## src/rtl/ftdi_pkg.sv

```systemverilog
// Shared definitions for the FT245-style FTDI bus arbiter: state encoding,
// direction constants and default timing.
package ftdi_pkg;

    typedef enum logic [2:0] {
        StIdle,
        StRdStrobe,
        StWrSetup,
        StWrStrobe,
        StWrHold,
        StRecover
    } ftdi_state_e;

    localparam logic DIR_RD = 1'b0;
    localparam logic DIR_WR = 1'b1;

    localparam int unsigned DEF_RD_PULSE       = 4;
    localparam int unsigned DEF_WR_PULSE       = 4;
    localparam int unsigned DEF_RECOVER_CYCLES = 3;
    localparam int unsigned DEF_BURST_MAX      = 16;

    function automatic int unsigned max3(input int unsigned a, input int unsigned b,
                                         input int unsigned c);
        int unsigned m;
        m = (a > b) ? a : b;
        return (m > c) ? m : c;
    endfunction

endpackage

```

## src/rtl/ftdi_sync2.sv

```systemverilog
// Two-flop synchronizer for the asynchronous FTDI status flags.
module ftdi_sync2 (
    input  logic i_clk,
    input  logic i_reset,
    input  logic i_async,
    output logic o_sync
);

    logic r_meta;
    logic r_sync;

    always_ff @(posedge i_clk) begin
        if (i_reset) begin
            r_meta <= 1'b0;
            r_sync <= 1'b0;
        end else begin
            r_meta <= i_async;
            r_sync <= r_meta;
        end
    end

    assign o_sync = r_sync;

endmodule

```

## src/rtl/ftdi_bus_arbiter.sv

```systemverilog
// Half-duplex FT245 bus sequencer: arbitrates host reads against host writes with a
// bounded burst and generates pop/push strobes, bus output enable and FIFO strobes.
module ftdi_bus_arbiter
    import ftdi_pkg::*;
#(
    parameter int unsigned RD_PULSE       = DEF_RD_PULSE,
    parameter int unsigned WR_PULSE       = DEF_WR_PULSE,
    parameter int unsigned RECOVER_CYCLES = DEF_RECOVER_CYCLES,
    parameter int unsigned BURST_MAX      = DEF_BURST_MAX
) (
    input  logic       clk_pll,
    input  logic       reset,
    input  logic       FTDI_data_avilable,
    input  logic       FTDI_empty_for_write,
    output logic       FTDI_pop_data,
    output logic       FTDI_push_data,
    input  logic [7:0] FTDI_data_in,
    output logic [7:0] FTDI_data_out,
    output logic       FTDI_data_oe,
    output logic [7:0] rx_data,
    output logic       rx_valid,
    input  logic       rx_full,
    input  logic [7:0] tx_data,
    input  logic       tx_empty,
    output logic       tx_pop,
    output logic       busy
);

    localparam int unsigned CNT_W = $clog2(max3(RD_PULSE, WR_PULSE, RECOVER_CYCLES)) + 1;
    localparam int unsigned BC_W  = $clog2(BURST_MAX) + 1;

    logic              w_avail_s;
    logic              w_wspace_s;
    logic              w_rd_req;
    logic              w_wr_req;
    logic              w_grant;
    logic              w_grant_dir;
    logic [BC_W-1:0]   w_burst_d;
    ftdi_state_e       r_state;
    ftdi_state_e       w_state_d;
    logic [CNT_W-1:0]  r_cnt;
    logic [CNT_W-1:0]  w_cnt_d;
    logic              r_last_dir;
    logic [BC_W-1:0]   r_burst_cnt;
    logic [7:0]        r_data_out;
    logic [7:0]        r_rx_data;
    logic              r_rx_valid;

    ftdi_sync2 u_sync_avail (
        .i_clk   (clk_pll),
        .i_reset (reset),
        .i_async (FTDI_data_avilable),
        .o_sync  (w_avail_s)
    );

    ftdi_sync2 u_sync_wspace (
        .i_clk   (clk_pll),
        .i_reset (reset),
        .i_async (FTDI_empty_for_write),
        .o_sync  (w_wspace_s)
    );

    assign w_rd_req = w_avail_s & ~rx_full;
    assign w_wr_req = w_wspace_s & ~tx_empty;

    always_comb begin
        w_state_d   = r_state;
        w_cnt_d     = r_cnt;
        w_grant     = 1'b0;
        w_grant_dir = DIR_RD;
        w_burst_d   = r_burst_cnt;
        unique case (r_state)
            StIdle: begin
                if (w_rd_req || w_wr_req) begin
                    w_grant = 1'b1;
                    if (w_rd_req && w_wr_req) begin
                        w_grant_dir = (r_burst_cnt < BC_W'(BURST_MAX)) ? r_last_dir : ~r_last_dir;
                    end else begin
                        w_grant_dir = w_wr_req ? DIR_WR : DIR_RD;
                    end
                    if (w_grant_dir != r_last_dir) begin
                        w_burst_d = BC_W'(1);
                    end else if (r_burst_cnt < BC_W'(BURST_MAX)) begin
                        w_burst_d = r_burst_cnt + BC_W'(1);
                    end
                    if (w_grant_dir == DIR_RD) begin
                        w_state_d = StRdStrobe;
                        w_cnt_d   = CNT_W'(RD_PULSE - 1);
                    end else begin
                        w_state_d = StWrSetup;
                    end
                end
            end
            StRdStrobe: begin
                if (r_cnt == '0) begin
                    w_state_d = StRecover;
                    w_cnt_d   = CNT_W'(RECOVER_CYCLES - 1);
                end else begin
                    w_cnt_d = r_cnt - CNT_W'(1);
                end
            end
            StWrSetup: begin
                w_state_d = StWrStrobe;
                w_cnt_d   = CNT_W'(WR_PULSE - 1);
            end
            StWrStrobe: begin
                if (r_cnt == '0) begin
                    w_state_d = StWrHold;
                end else begin
                    w_cnt_d = r_cnt - CNT_W'(1);
                end
            end
            StWrHold: begin
                w_state_d = StRecover;
                w_cnt_d   = CNT_W'(RECOVER_CYCLES - 1);
            end
            StRecover: begin
                if (r_cnt == '0) begin
                    w_state_d = StIdle;
                end else begin
                    w_cnt_d = r_cnt - CNT_W'(1);
                end
            end
            default: w_state_d = StIdle;
        endcase
    end

    always_ff @(posedge clk_pll) begin
        if (reset) begin
            r_state     <= StIdle;
            r_cnt       <= '0;
            r_last_dir  <= DIR_RD;
            r_burst_cnt <= '0;
            r_data_out  <= '0;
            r_rx_data   <= '0;
            r_rx_valid  <= 1'b0;
        end else begin
            r_state <= w_state_d;
            r_cnt   <= w_cnt_d;
            if (w_grant) begin
                r_last_dir  <= w_grant_dir;
                r_burst_cnt <= w_burst_d;
            end
            if (w_grant && (w_grant_dir == DIR_WR)) begin
                r_data_out <= tx_data;
            end
            if ((r_state == StRdStrobe) && (r_cnt == '0)) begin
                r_rx_data <= FTDI_data_in;
            end
            r_rx_valid <= (r_state == StRdStrobe) && (r_cnt == '0);
        end
    end

    assign FTDI_pop_data  = (r_state == StRdStrobe);
    assign FTDI_push_data = (r_state == StWrStrobe);
    assign FTDI_data_oe   = (r_state == StWrSetup) || (r_state == StWrStrobe) ||
                            (r_state == StWrHold);
    assign FTDI_data_out  = r_data_out;
    assign rx_data        = r_rx_data;
    assign rx_valid       = r_rx_valid;
    // Gated by reset so a grant coinciding with reset cannot drop an egress byte.
    assign tx_pop         = w_grant && (w_grant_dir == DIR_WR) && !reset;
    assign busy           = (r_state != StIdle);

endmodule
```

## config.mk

```make
export PLATFORM = sky130hd
export DESIGN_NAME = ftdi_bus_arbiter
export DESIGN_NICKNAME = d
export VERILOG_FILES = /design/src/rtl/ftdi_pkg.sv /design/src/rtl/ftdi_sync2.sv /design/src/rtl/ftdi_bus_arbiter.sv
export SDC_FILE = /design/constraint.sdc
export NUM_CORES = 1
export LEC_CHECK = 0
export BUFFER_PORTS_ARGS = -buffer_cell sky130_fd_sc_hd__buf_2
export CAP_MARGIN = 5
export CORE_UTILIZATION = 54
export DETAILED_ROUTE_END_ITERATION = 12
export PLACE_DENSITY = 0.83
export RECOVER_POWER = 100
export SLEW_MARGIN = 10
export SYNTH_ARGS = -nofsm -noshare
export SYNTH_HDL_FRONTEND = slang
export SYNTH_SLANG_ARGS = --single-unit
export TNS_END_PERCENT = 5
```

## constraint.sdc

```tcl
create_clock -name clk_pll -period 3 [get_ports clk_pll]
set_input_delay 0.6 -clock clk_pll [delete_from_list [all_inputs] [get_ports clk_pll]]
set_output_delay 0.6 -clock clk_pll [all_outputs]
set_load 0.01 [all_outputs]
```

Yosys cells after proc, flatten, opt, wreduce, memory -nomap -nowiden
Index checks and enable logic that the tools add are counted.
- muxes and demuxes: 22
- $lt $le $gt $ge: 1
- reductions and logical operators: 17
- bitwise gates (word level): 5
- equality and inequality tests: 12
- $add $sub $neg: 2
- operators with widths (kind ; count):
    3-bit two-way mux ; 8
    3-bit one-hot mux with 6 select lines ; 1
    3-bit one-hot mux with 5 select lines ; 1
    4-bit AND reduction ; 3
    5-bit two-way mux ; 2
    1-bit two-way mux ; 9
    2-bit inequality test (second input constant) ; 4
    3-bit by 2-bit equality test with 1-bit output (second input constant) ; 2
    3-bit equality test (second input constant) ; 2
    3-bit logical NOT ; 2
    5-bit by 1-bit adder with 5-bit output (second input constant) ; 1
    5-bit less-than comparator (second input constant) ; 1
    5-bit nonzero test ; 1
    1-bit logical AND ; 4
    2-bit by 1-bit inequality test with 1-bit output (second input constant) ; 2
    3-bit by 1-bit equality test with 1-bit output (second input constant) ; 1
    1-bit logical OR ; 3
    1-bit NOT ; 3
    3-bit nonzero test ; 1
    3-bit by 1-bit subtractor with 3-bit output (second input constant) ; 1
    1-bit bitwise AND ; 2
    2-bit two-way mux ; 1
    2-bit nonzero test ; 1
    2-bit OR reduction ; 1
    2 further kinds ; 2
- output and inout port bits: 22
- input bits: 22
- bits in registers: 33

Depth between registers and ports, before layout
Gate-level depths: netlist (run 1).
- depth after elaboration: 10
- gate-level depth with buffers: 6
- mapped depth without buffers: 6

By module
A second synthesis (run 1) with hierarchy kept.
- cells, all modules: 153
- area, all modules: 1456.4 µm²
- by module, submodules not included (module ; times used ; cells an instance ; area an instance (µm²)):
    ftdi_bus_arbiter ; 1 ; 145 ; 1351.3
    ftdi_sync2 ; 2 ; 4 ; 52.6

Worst setup path before layout (run 1)
No wires, ideal clock.
- path kind: input to output
- start point: input port tx_empty
- end point: output port tx_pop
- data required time: 2400 ps
- stages: 4
- path buffers: 1
- arrival time: 1310 ps
- path slack: 1090 ps
- cells stage by stage: nor2b_1 o211ai_1 buf_2 nor2_1
- cells in the longest elaborated chain, start to end: 10
- ends and longest elaborated chain (item ; RTL line ; source):
    start: declaration ; ftdi_bus_arbiter.sv:24 ; input logic tx_empty,
    1-bit NOT (*) ; ftdi_bus_arbiter.sv:64 ; assign w_wr_req = w_wspace_s & ~tx_empty;
    1-bit bitwise AND (*) ; ftdi_bus_arbiter.sv:64 ;
    1-bit two-way mux / 1-bit logical AND (equally long branches) ; ftdi_bus_arbiter.sv:79, ftdi_bus_arbiter.sv:76 ;
    1-bit two-way mux ; ftdi_bus_arbiter.sv:76 ; if (w_rd_req && w_wr_req) begin
    1-bit two-way mux ; ftdi_bus_arbiter.sv:74 ; if (w_rd_req || w_wr_req) begin
    1-bit two-way mux ; ftdi_bus_arbiter.sv:72 ; unique case (r_state)
    1-bit two-way mux ; ftdi_bus_arbiter.sv:74 ;
    1-bit two-way mux ; ftdi_bus_arbiter.sv:72 ;
    1-bit logical AND (*) (2 in series) ; ftdi_bus_arbiter.sv:162 ; assign tx_pop = w_grant && (w_grant_dir == DIR_WR) && !reset;
    end: declaration ; ftdi_bus_arbiter.sv:25 ; output logic tx_pop,
Mark *: on every way between the ends. The rest lies on a longest branch, timed or not. The select of a mux whose other input is x is not followed.

Final worst setup path (run 1)
- start point: input port reset
- end point: output port tx_pop
- cells in the longest elaborated chain, start to end: 2
- ends and longest elaborated chain (item ; RTL line ; source):
    start: declaration ; ftdi_bus_arbiter.sv:12 ; input logic reset,
    1-bit logical NOT ; ftdi_bus_arbiter.sv:162 ;
    1-bit logical AND ; ftdi_bus_arbiter.sv:162 ;
No other way between the ends.

==> impl_results.md, run 1 <==
- Number of enable flip-flop cells after synthesis: 0
- Die Height: between 50 and 60 um
- Sequential share of power: 47.2%
- Setup Viol. Count Final: 0
- Fin crit share: 79.9%
- Critical Path Fanout Max: 31
- Worst Setup Start Kind: primary input
- Netlist cell types: 40
- Row count: 18
- Most frequent cells in the layout: 33 x dfxtp_1, 24 x nor2_1, 23 x clkbuf_1
- Area share of the largest cell type after synthesis: a little under half
- Final WL: between 3 and 4 mm
- Antenna-violating nets left: 0
- Most common cell after layout, fill and taps aside: dfxtp_1
- Pint: about 750 uW
- CTS sink cnt: 33
- Starting DRC count in detailed routing: 33
- Critical path class: primary input to output pin
- Crit-path most repeated cell: clkbuf_1
- Sw Ratio: between 30 and 40%
- Root Driver: clkbuf_4
- Vias in the first global route: 1100
- Largest net degree at the start of global routing: 32
- Share of cells above drive strength 1: roughly 17%
- Synth area leader: dfxtp_1
- Vias per inst: roughly 5.4
- Total track usage: a little under a quarter
- Synth top area cells: dfxtp_1 45%, mux2i_1 13%, nor2_1 6.2%, a21oi_1 2.7%, ha_1 2.6%
- Min-Delay Path Class: flip-flop to flip-flop
- Area grow syn2layout: 17.2%
- Syn. warnings: 0
- First-pass GRT wire length: around 4.7 mm
- F_max: 417 MHz
- Initial antenna violation count: 0
- DR pass1 iterations: 4
- IO Port Bufs: between 40 and 50
- Total number of vias: 1251
- Asr flop ratio synth: 0%
- Die footprint: between 2000 and 3000 um2
- Crit path DAT: 1.80 ns
- Cts-stage hold buffer count: 0
- Peak VDD IR: between 0.4 and 0.5 mV
- Pwr dens: around 660 nW/um2
- Remaining DRCs: 0
- Num CTS Buffers: 5
- Gr ovfl total: 0
- Tmin final: 2.40 ns
- Worst-Margin Slew: 1.28 ns
- Post-detailed-route wirelength per cell: around 13 um
- CP Capture Type: output pin
- Fin Setup TNS: 0 ns
- Syn Std Cell Area: 1460 um2
- Worst-case clock buffer depth: 2
- Seq/Total Area, Yosys: between 40% and 50%
- Switching power: between 300 and 400 uW
- Clk pin slew, worst setup/hold paths: around 0.090 ns
- Hold Vio Cnt, Final: 0
- Synthesized Nets: 180
- Core ar.: around 2500 um2
- Leak pwr: 0.000803 uW
- NumNets Final: about 230
- H-tree Lvls: 2
- Post-DP HPWL: between 2 and 2.5 mm
- Synthesized area per cell: approximately 9.4 um2
- Slew Viols, Final: 0
- Io pins: 44
- Setup bufs post-CTS: 0
- Status: finished clean
- GP Congestion: roughly 0.82
- WHS: approximately 0.46 ns
- Crit path max-delay cell type: clkbuf_1
- Ant. Diodes: 0
- Filler Cells Inserted: about 230
- Mapped Cells: roughly 160
- Post-CTS sizing: 0
- Clock network fraction of total power: about 22%
- Seq cells post-synth: 33
- Die X: about 54 um
- Combinational share of power: a little under a third
- Worst Clk Skew: just under 0.003 ns
- Max Cap Viol: 0
- Max-slew headroom: 14.8%
- Crit-path cells: clkbuf_1, nor2_1, clkbuf_1
- Clk_lat worst skew: roughly 0.33 ns
- RSZ-0062 raised after global routing: false
- Max incr delay on CP: 0.91 ns
- TritonCTS clock tree: yes
- Starting Density: between 50 and 60%
- Commonest register cell after synthesis: dfxtp_1
- Data required, critical path: approximately 2.4 ns
## worst max-delay path, delay by kind of cell
family                 cells  cell delay (ns)
and+or+nand+nor            1             0.10
buffers and inverters      2             1.08
## power groups by stage
stage	sequential, uW	combinational, uW	clock (uW)
2_1_floorplan	541	267	0
3_3_place_gp	541	346	0
3_5_place_dp	546	362	0
4_1_cts	536	366	256
5_1_grt	542	388	272
6_report	534	351	246
## cell families after synthesis
group	synth area share (%)
and+or+nand+nor	19.5
DFF	45.3
AOI/OAI and AO/OA	14.5
muxes	13.0
buffers and inverters	3.94
adders and majority gates	2.57
xor gates and xnor gates	1.20
## per-stage QoR
| stage | cells | area, um2 | utilization [%] | worst slack, ns | total power (uW) |
|---|---|---|---|---|---|
| floorplan | 155 | 1460 | - | 1.09 | 808 |
| global placement | 223 | 1690 | 67.1 | 0.903 | 888 |
| detailed placement | 223 | 1690 | 67.1 | 0.857 | 908 |
| CTS | 230 | 1750 | 69.2 | 0.739 | 1160 |
| global route | 230 | 1710 | 67.8 | 0.492 | 1200 |
| finish | 230 | 1710 | 67.8 | 0.603 | 1130 |
## cell usage after synthesis (3+ instances only)
| cell type | number |
|---|---|
| nand3_1 | 6 |
| mux2i_1 | 19 |
| clkbuf_1 | 4 |
| dfxtp_1 | 33 |
| o21ai_1 | 3 |
| a21oi_1 | 8 |
| nor2b_1 | 6 |
| ha_1 | 3 |
| nor2_1 | 24 |
| o21ai_0 | 4 |
| inv_1 | 7 |
| nand2_1 | 8 |
## registers in the layout (all words and copies together) (netlist names)
signal	flops
u_sync_avail.o_sync	1
u_sync_wspace.r_meta	1
u_sync_avail.r_meta	1
u_sync_wspace.o_sync	1
rx_valid	1
r_last_dir	1
r_burst_cnt	5
rx_data	8
r_cnt	3
FTDI_data_out	8
r_state	3
## worst paths after layout
kind | startpoint | to | slack [ns] | depth (start not counted)
worst min register to register | u_sync_wspace.r_meta | u_sync_wspace.o_sync | 0.46 | 1
worst max-delay path | reset | tx_pop | 0.60 | 3
worst max register to register | r_state[0] | r_cnt[1] | 1.16 | 4
worst min-delay path | u_sync_wspace.r_meta | u_sync_wspace.o_sync | 0.46 | 1
## per-layer routing
metal	vias up	track usage (%)	share of wire [%]
met5	-	0	0
met4	0	14.1	2.2
met1	568	27.0	44
li1	629	-	-
met2	47	38.3	47
met3	7	8.47	6.2
## layout make-up
cell class,instances,area [um2],share of cell area (%)
Inverter,8,30.0,1.76
Multi-Input combinational cell,108,731,42.8
Timing Repair Buffer,44,195,11.4
Sequential cell,33,661,38.7
Clock buffer,7,55.1,3.22
Tap cell,30,37.5,2.20
Note: power is estimated with default switching activity, not from simulation.
==> run 2: changes to the inputs <==
Settings changed: CORE_UTILIZATION 54 to 50, PLACE_DENSITY 0.83 to 0.78.
Clock period 3 ns to 2.48 ns, I/O delays scaled along.
==> impl_results.md, run 2 (synthesis gave the netlist of run 1 again) <==
- Status: finished clean
- Clk pin slew, worst setup/hold paths: 0.09 ns (about the same)
- Post-CTS sizing: 0 (unchanged)
- TritonCTS clock tree: yes
- Fin crit share: a little over four fifths
- Vias in the first global route: 1162 (+5.6%)
- Root Driver: clkbuf_4
- Critical path class: flip-flop to output pin
- GP Congestion: 0.788 (-3.6%)
- RSZ-0062 raised after global routing: false
- Data required, critical path: 1.98 ns (-0.42 ns)
- Critical Path Fanout Max: 12 (-61%)
- Most frequent cells in the layout: 33 x dfxtp_1, 27 x clkbuf_1, 24 x nor2_1
- Tmin final: ~2.1 ns
- Final WL: 2.97 mm (-1.3%)
- Max-slew headroom: 29.8% (+15 points)
- Die footprint: 3140 um2 (+7.7%)
- Peak VDD IR: 0.616 mV (+33%)
- NumNets Final: 226 (+0.44%)
- Starting Density: 52.9% (-4.9 points)
- Die Height: 56.0 um (+3.8%)
- Placed Cells: 225 (+0.90%)
- Area grow syn2layout: 16.8%
- Max Cap Viol: 0 (unchanged)
- Share of cells above drive strength 1: 15.8% (-1.2 points)
- Die X: 56.0 um (+3.8%)
- Core ar.: 2760 um2 (+9.3%)
- Fin cells: 233 (+1.3%)
- Setup bufs post-CTS: 0 (unchanged)
- Gr ovfl total: 0 (unchanged)
- Crit path DAT: 1.58 ns (-0.22 ns)
- Post-detailed-route wirelength per cell: 12.7 um (-2.6%)
- Worst-case clock buffer depth: 2 (unchanged)
- Row count: 19 (+1)
- Worst Clk Skew: 0.0107 ns (+0.00779 ns)
- Total number of vias: 1249 (-0.16%)
- Leak pwr: 0.000797 uW (-0.78%)
- DR pass1 iterations: 4 (unchanged)
- Total track usage: 21.2% (-2.6 points)
- Vias per inst: 5.36 (-1.4%)
- H-tree Lvls: 2 (unchanged)
- F_max: slightly below 500 MHz
- Cts-stage hold buffer count: 0 (unchanged)
- Slew Viols, Final: 0 (unchanged)
- Clk_lat worst skew: 0.32 ns (about the same)
- Remaining DRCs: 0 (unchanged)
- Final instance area: 1700 um2 (-0.29%)
- CP Capture Type: output pin
- Worst Setup Start Kind: flip-flop
- Final worst-path setup slack: 0.403 ns (-0.200 ns)
- Starting DRC count in detailed routing: 31 (-6.1%)
- First-pass GRT wire length: 5.11 mm (+8.4%)
- Setup slack at placement: 0.695 ns (-0.162 ns)
- Worst-Margin Slew: 1.05 ns (-0.225 ns)
- Antenna-violating nets left: 0 (unchanged)
- CTS sink cnt: 33 (unchanged)
- IO Port Bufs: 43 (unchanged)
- Most common cell after layout, fill and taps aside: dfxtp_1
- Hold Vio Cnt, Final: 0 (unchanged)
- Tot Pwr: 1340 uW (+19%)
- Setup Viol. Count Final: 0 (unchanged)
- Largest net degree at the start of global routing: 26 (-19%)
- Pwr dens: 789 nW/um2 (+19%)
- DP Area: 1700 um2 (+0.52%)
- Fin Setup TNS: 0 ns (unchanged)
- Ant. Diodes: 0 (unchanged)
- Io pins: 44 (unchanged)
- Initial antenna violation count: 0 (unchanged)
- Num CTS Buffers: 5 (unchanged)
- Min-Delay Path Class: primary input to flip-flop
- Post-DP HPWL: 2.26 mm (+1.2%)
-- run 2: cell types whose count changed in the layout (fill, tap and decap cells not counted) --
cell,delta
o21ai_0,+2
clkbuf_8,-1
clkbuf_1,+4
buf_4,-1
o21ai_1,-2
-- run 2: final timing paths --
| kind | from | end | slack, ns | depth (start not counted) |
|---|---|---|---|---|
| hold / removal | FTDI_empty_for_write | u_sync_wspace.r_meta | 0.38 | 2 |
| hold reg to reg | u_sync_wspace.r_meta | u_sync_wspace.o_sync | 0.44 | 1 |
| setup / recovery | r_state[2] | tx_pop | 0.40 | 4 |
| setup reg to reg | r_state[2] | FTDI_data_out[7] | 0.64 | 5 |
-- run 2: per-stage QoR --
| stage | util (%) | hold WS, ns |
|---|---|---|
| finish | 61.8 | 0.381 |
| global route | 61.8 | 0.372 |
| CTS | 63.4 | 0.365 |
| detailed placement | 61.7 | 0.424 |
| global placement | 61.7 | 0.424 |
| floorplan | - | 0.414 |
-- run 2: critical path, stage by stage, from the launching register on --
cell	delay [ns]
dfxtp_1	0.43
nor3_1	0.37
o211ai_1	0.19
nor2_1	0.11
clkbuf_1	0.17
-- run 2: power breakdown --
part	internal (uW)	switching, uW
Combinational	175	245
Clock	113	162
Sequential	591	57.9
Total	880	464
-- run 2: cell type report --
cell class	instances	area (um2)
flip-flops and latches	33	661
repair buffers	45	195
well taps	31	38.8
multi-input cells	108	731
inverters	8	30.0
fillers	250	1050
clock buffers	8	48.8
-- run 2: per-layer routing --
layer / vias to the layer above / GRT usage, % / part of all wire (%)
met5: - / 0 / 0
met4: 0 / 8.36 / 1.3
met3: 4 / 8.60 / 7.2
met2: 49 / 33.0 / 47
met1: 568 / 26.1 / 44
li1: 628 / - / -
==> run 3: changes to the inputs <==
Clock period 2.48 ns to 2.07 ns, I/O delays scaled along.
==> impl_results.md, run 3 (synthesis gave the netlist of run 1 again) <==
- Status: finished clean
- Setup bufs post-CTS: 0 (unchanged)
- Clk pin slew, worst setup/hold paths: 0.10 ns (about the same)
- Final worst-path setup slack: 0.175 ns (-0.228 ns)
- Hold Vio Cnt, Final: 0 (unchanged)
- Fin cells: 232 (-0.43%)
- Die footprint: 3140 um2 (unchanged)
- F_max: ~530 MHz
- NumNets Final: 226 (unchanged)
- Worst Clk Skew: 0.0115 ns (+0.000762 ns)
- Clk_lat worst skew: 0.33 ns (about the same)
- Vias per inst: 5.50 (+2.5%)
- Starting Density: 52.9% (unchanged)
- Tmin final: ~1.9 ns
- Tot Pwr: 1730 uW (+28%)
- Slew Viols, Final: 0 (unchanged)
- Critical Path Fanout Max: 12 (unchanged)
- Row count: 19 (unchanged)
- Met2 wire len: 1.39 mm (-0.93%)
- Io pins: 44 (unchanged)
- Pwr dens: 1010 nW/um2 (+28%)
- Worst-case clock buffer depth: 2 (unchanged)
- Initial antenna violation count: 0 (unchanged)
- Share of cells above drive strength 1: 16.4% (+0.58 points)
- Leak pwr: 0.000812 uW (+1.9%)
- Most common cell after layout, fill and taps aside: dfxtp_1
- First-pass GRT wire length: 5.11 mm (unchanged)
- RSZ-0062 raised after global routing: false
- R2R Path Start: r_state[2]
- Remaining DRCs: 0 (unchanged)
- Die Height: 56.0 um (unchanged)
- CTS sink cnt: 33 (unchanged)
- Most frequent cells in the layout: 33 x dfxtp_1, 24 x nor2_1, 23 x clkbuf_1
- Setup Viol. Count Final: 0 (unchanged)
- Vias in the first global route: 1185 (+2.0%)
- Starting DRC count in detailed routing: 36 (+16%)
- Max-slew headroom: 59.5% (+30 points)
- IO Port Bufs: 43 (unchanged)
- Gr ovfl total: 0 (unchanged)
- Critical path class: flip-flop to output pin
- TritonCTS clock tree: yes
- Filler Cells Inserted: 249 (-0.40%)
- Placed Cells: 225 (unchanged)
- DR pass1 iterations: 4 (unchanged)
- Total track usage: 21.2% (-0.039 points)
- Max Cap Viol: 0 (unchanged)
- Crit path DAT: 1.48 ns (-0.10 ns)
- Die X: 56.0 um (unchanged)
- Worst-Margin Slew: 0.608 ns (-0.446 ns)
- Largest net degree at the start of global routing: 24 (-7.7%)
- Peak VDD IR: 0.792 mV (+29%)
- Post-CTS sizing: 0 (unchanged)
- Finished Core Util: 62.2% (+0.41 points)
- Worst Setup Start Kind: flip-flop
- Core ar.: 2760 um2 (unchanged)
- Cts-stage hold buffer count: 0 (unchanged)
- Area grow syn2layout: 17.6%
- Ant. Diodes: 0 (unchanged)
- Data required, critical path: 1.66 ns (-0.32 ns)
- Antenna-violating nets left: 0 (unchanged)
- Root Driver: clkbuf_4
- GP Congestion: 0.803 (+2.0%)
- Hold path startpoint: FTDI_data_avilable
- CP Launch Point: r_state[2]
- Post-detailed-route wirelength per cell: 13.3 um (+4.3%)
- Num CTS Buffers: 5 (unchanged)
- Setup slack at placement: 0.437 ns (-0.258 ns)
- Final WL: 3.08 mm (+3.8%)
- Max layer used: met4
- Met1 wire length: 1.39 mm (+5.4%)
- Met3 routed WL: 215 um (+0.47%)
- Min-Delay Path Class: primary input to flip-flop
- Total number of vias: 1275 (+2.1%)
- Fin crit share: 91.5%
- Fin Setup TNS: 0 ns (unchanged)
- Post-DP HPWL: 2.36 mm (+4.6%)
- CP Capture Type: output pin
- H-tree Lvls: 2 (unchanged)
==> run 3: cell types whose count changed in the layout (fill, tap and decap cells not counted), sizes merged <==
cell | previous run | this run
bufinv | 0 | 1
clkinv | 0 | 1
clkbuf | 32 | 29
==> run 3: area by class of cell <==
class	instances	area [um2]	share of cell area, %
multi-input cells	108	714	41.6
well taps	31	38.8	2.26
clock buffers	5	37.5	2.19
flip-flops and latches	33	661	38.5
clock inverters	2	35.0	2.04
repair buffers	45	199	11.6
inverters	8	30.0	1.75
==> run 3: worst max-delay path, cell delays in order, from the launching register on <==
cell and delay, ns:
dfxtp_1 0.44, nor3_2 0.29, o211ai_1 0.17, nor2_1 0.12
clkbuf_2 0.14
==> run 3: per-stage QoR <==
stage / area (um2) / hold slack (ns)
CTS: 1770 / 0.290
global placement: 1700 / 0.421
floorplan: 1460 / 0.414
detailed placement: 1700 / 0.426
finish: 1720 / 0.295
global route: 1720 / 0.272
==> run 3: path summary, 6_finish.rpt <==
check	endpoint	slack, ns	cells past startpoint
setup / recovery	tx_pop	0.18	4
hold / removal	u_sync_avail.r_meta	0.30	2
setup reg to reg	FTDI_data_out[6]	0.27	5
hold reg to reg	u_sync_avail.o_sync	0.46	1
==> run 3: report_power, final <==
part	leakage, uW	switching (uW)	internal (uW)
Clock	0.0000410	202	246
Combinational	0.000503	294	207
Sequential	0.000268	69.0	708
Total	0.000812	565	1160
==> run 3: metal layers <==
| layer | GRT usage, % | vias up |
|---|---|---|
| met5 | 0 | - |
| met3 | 7.91 | 11 |
| li1 | - | 628 |
| met4 | 10.1 | 0 |
| met2 | 32.8 | 57 |
| met1 | 25.9 | 579 |
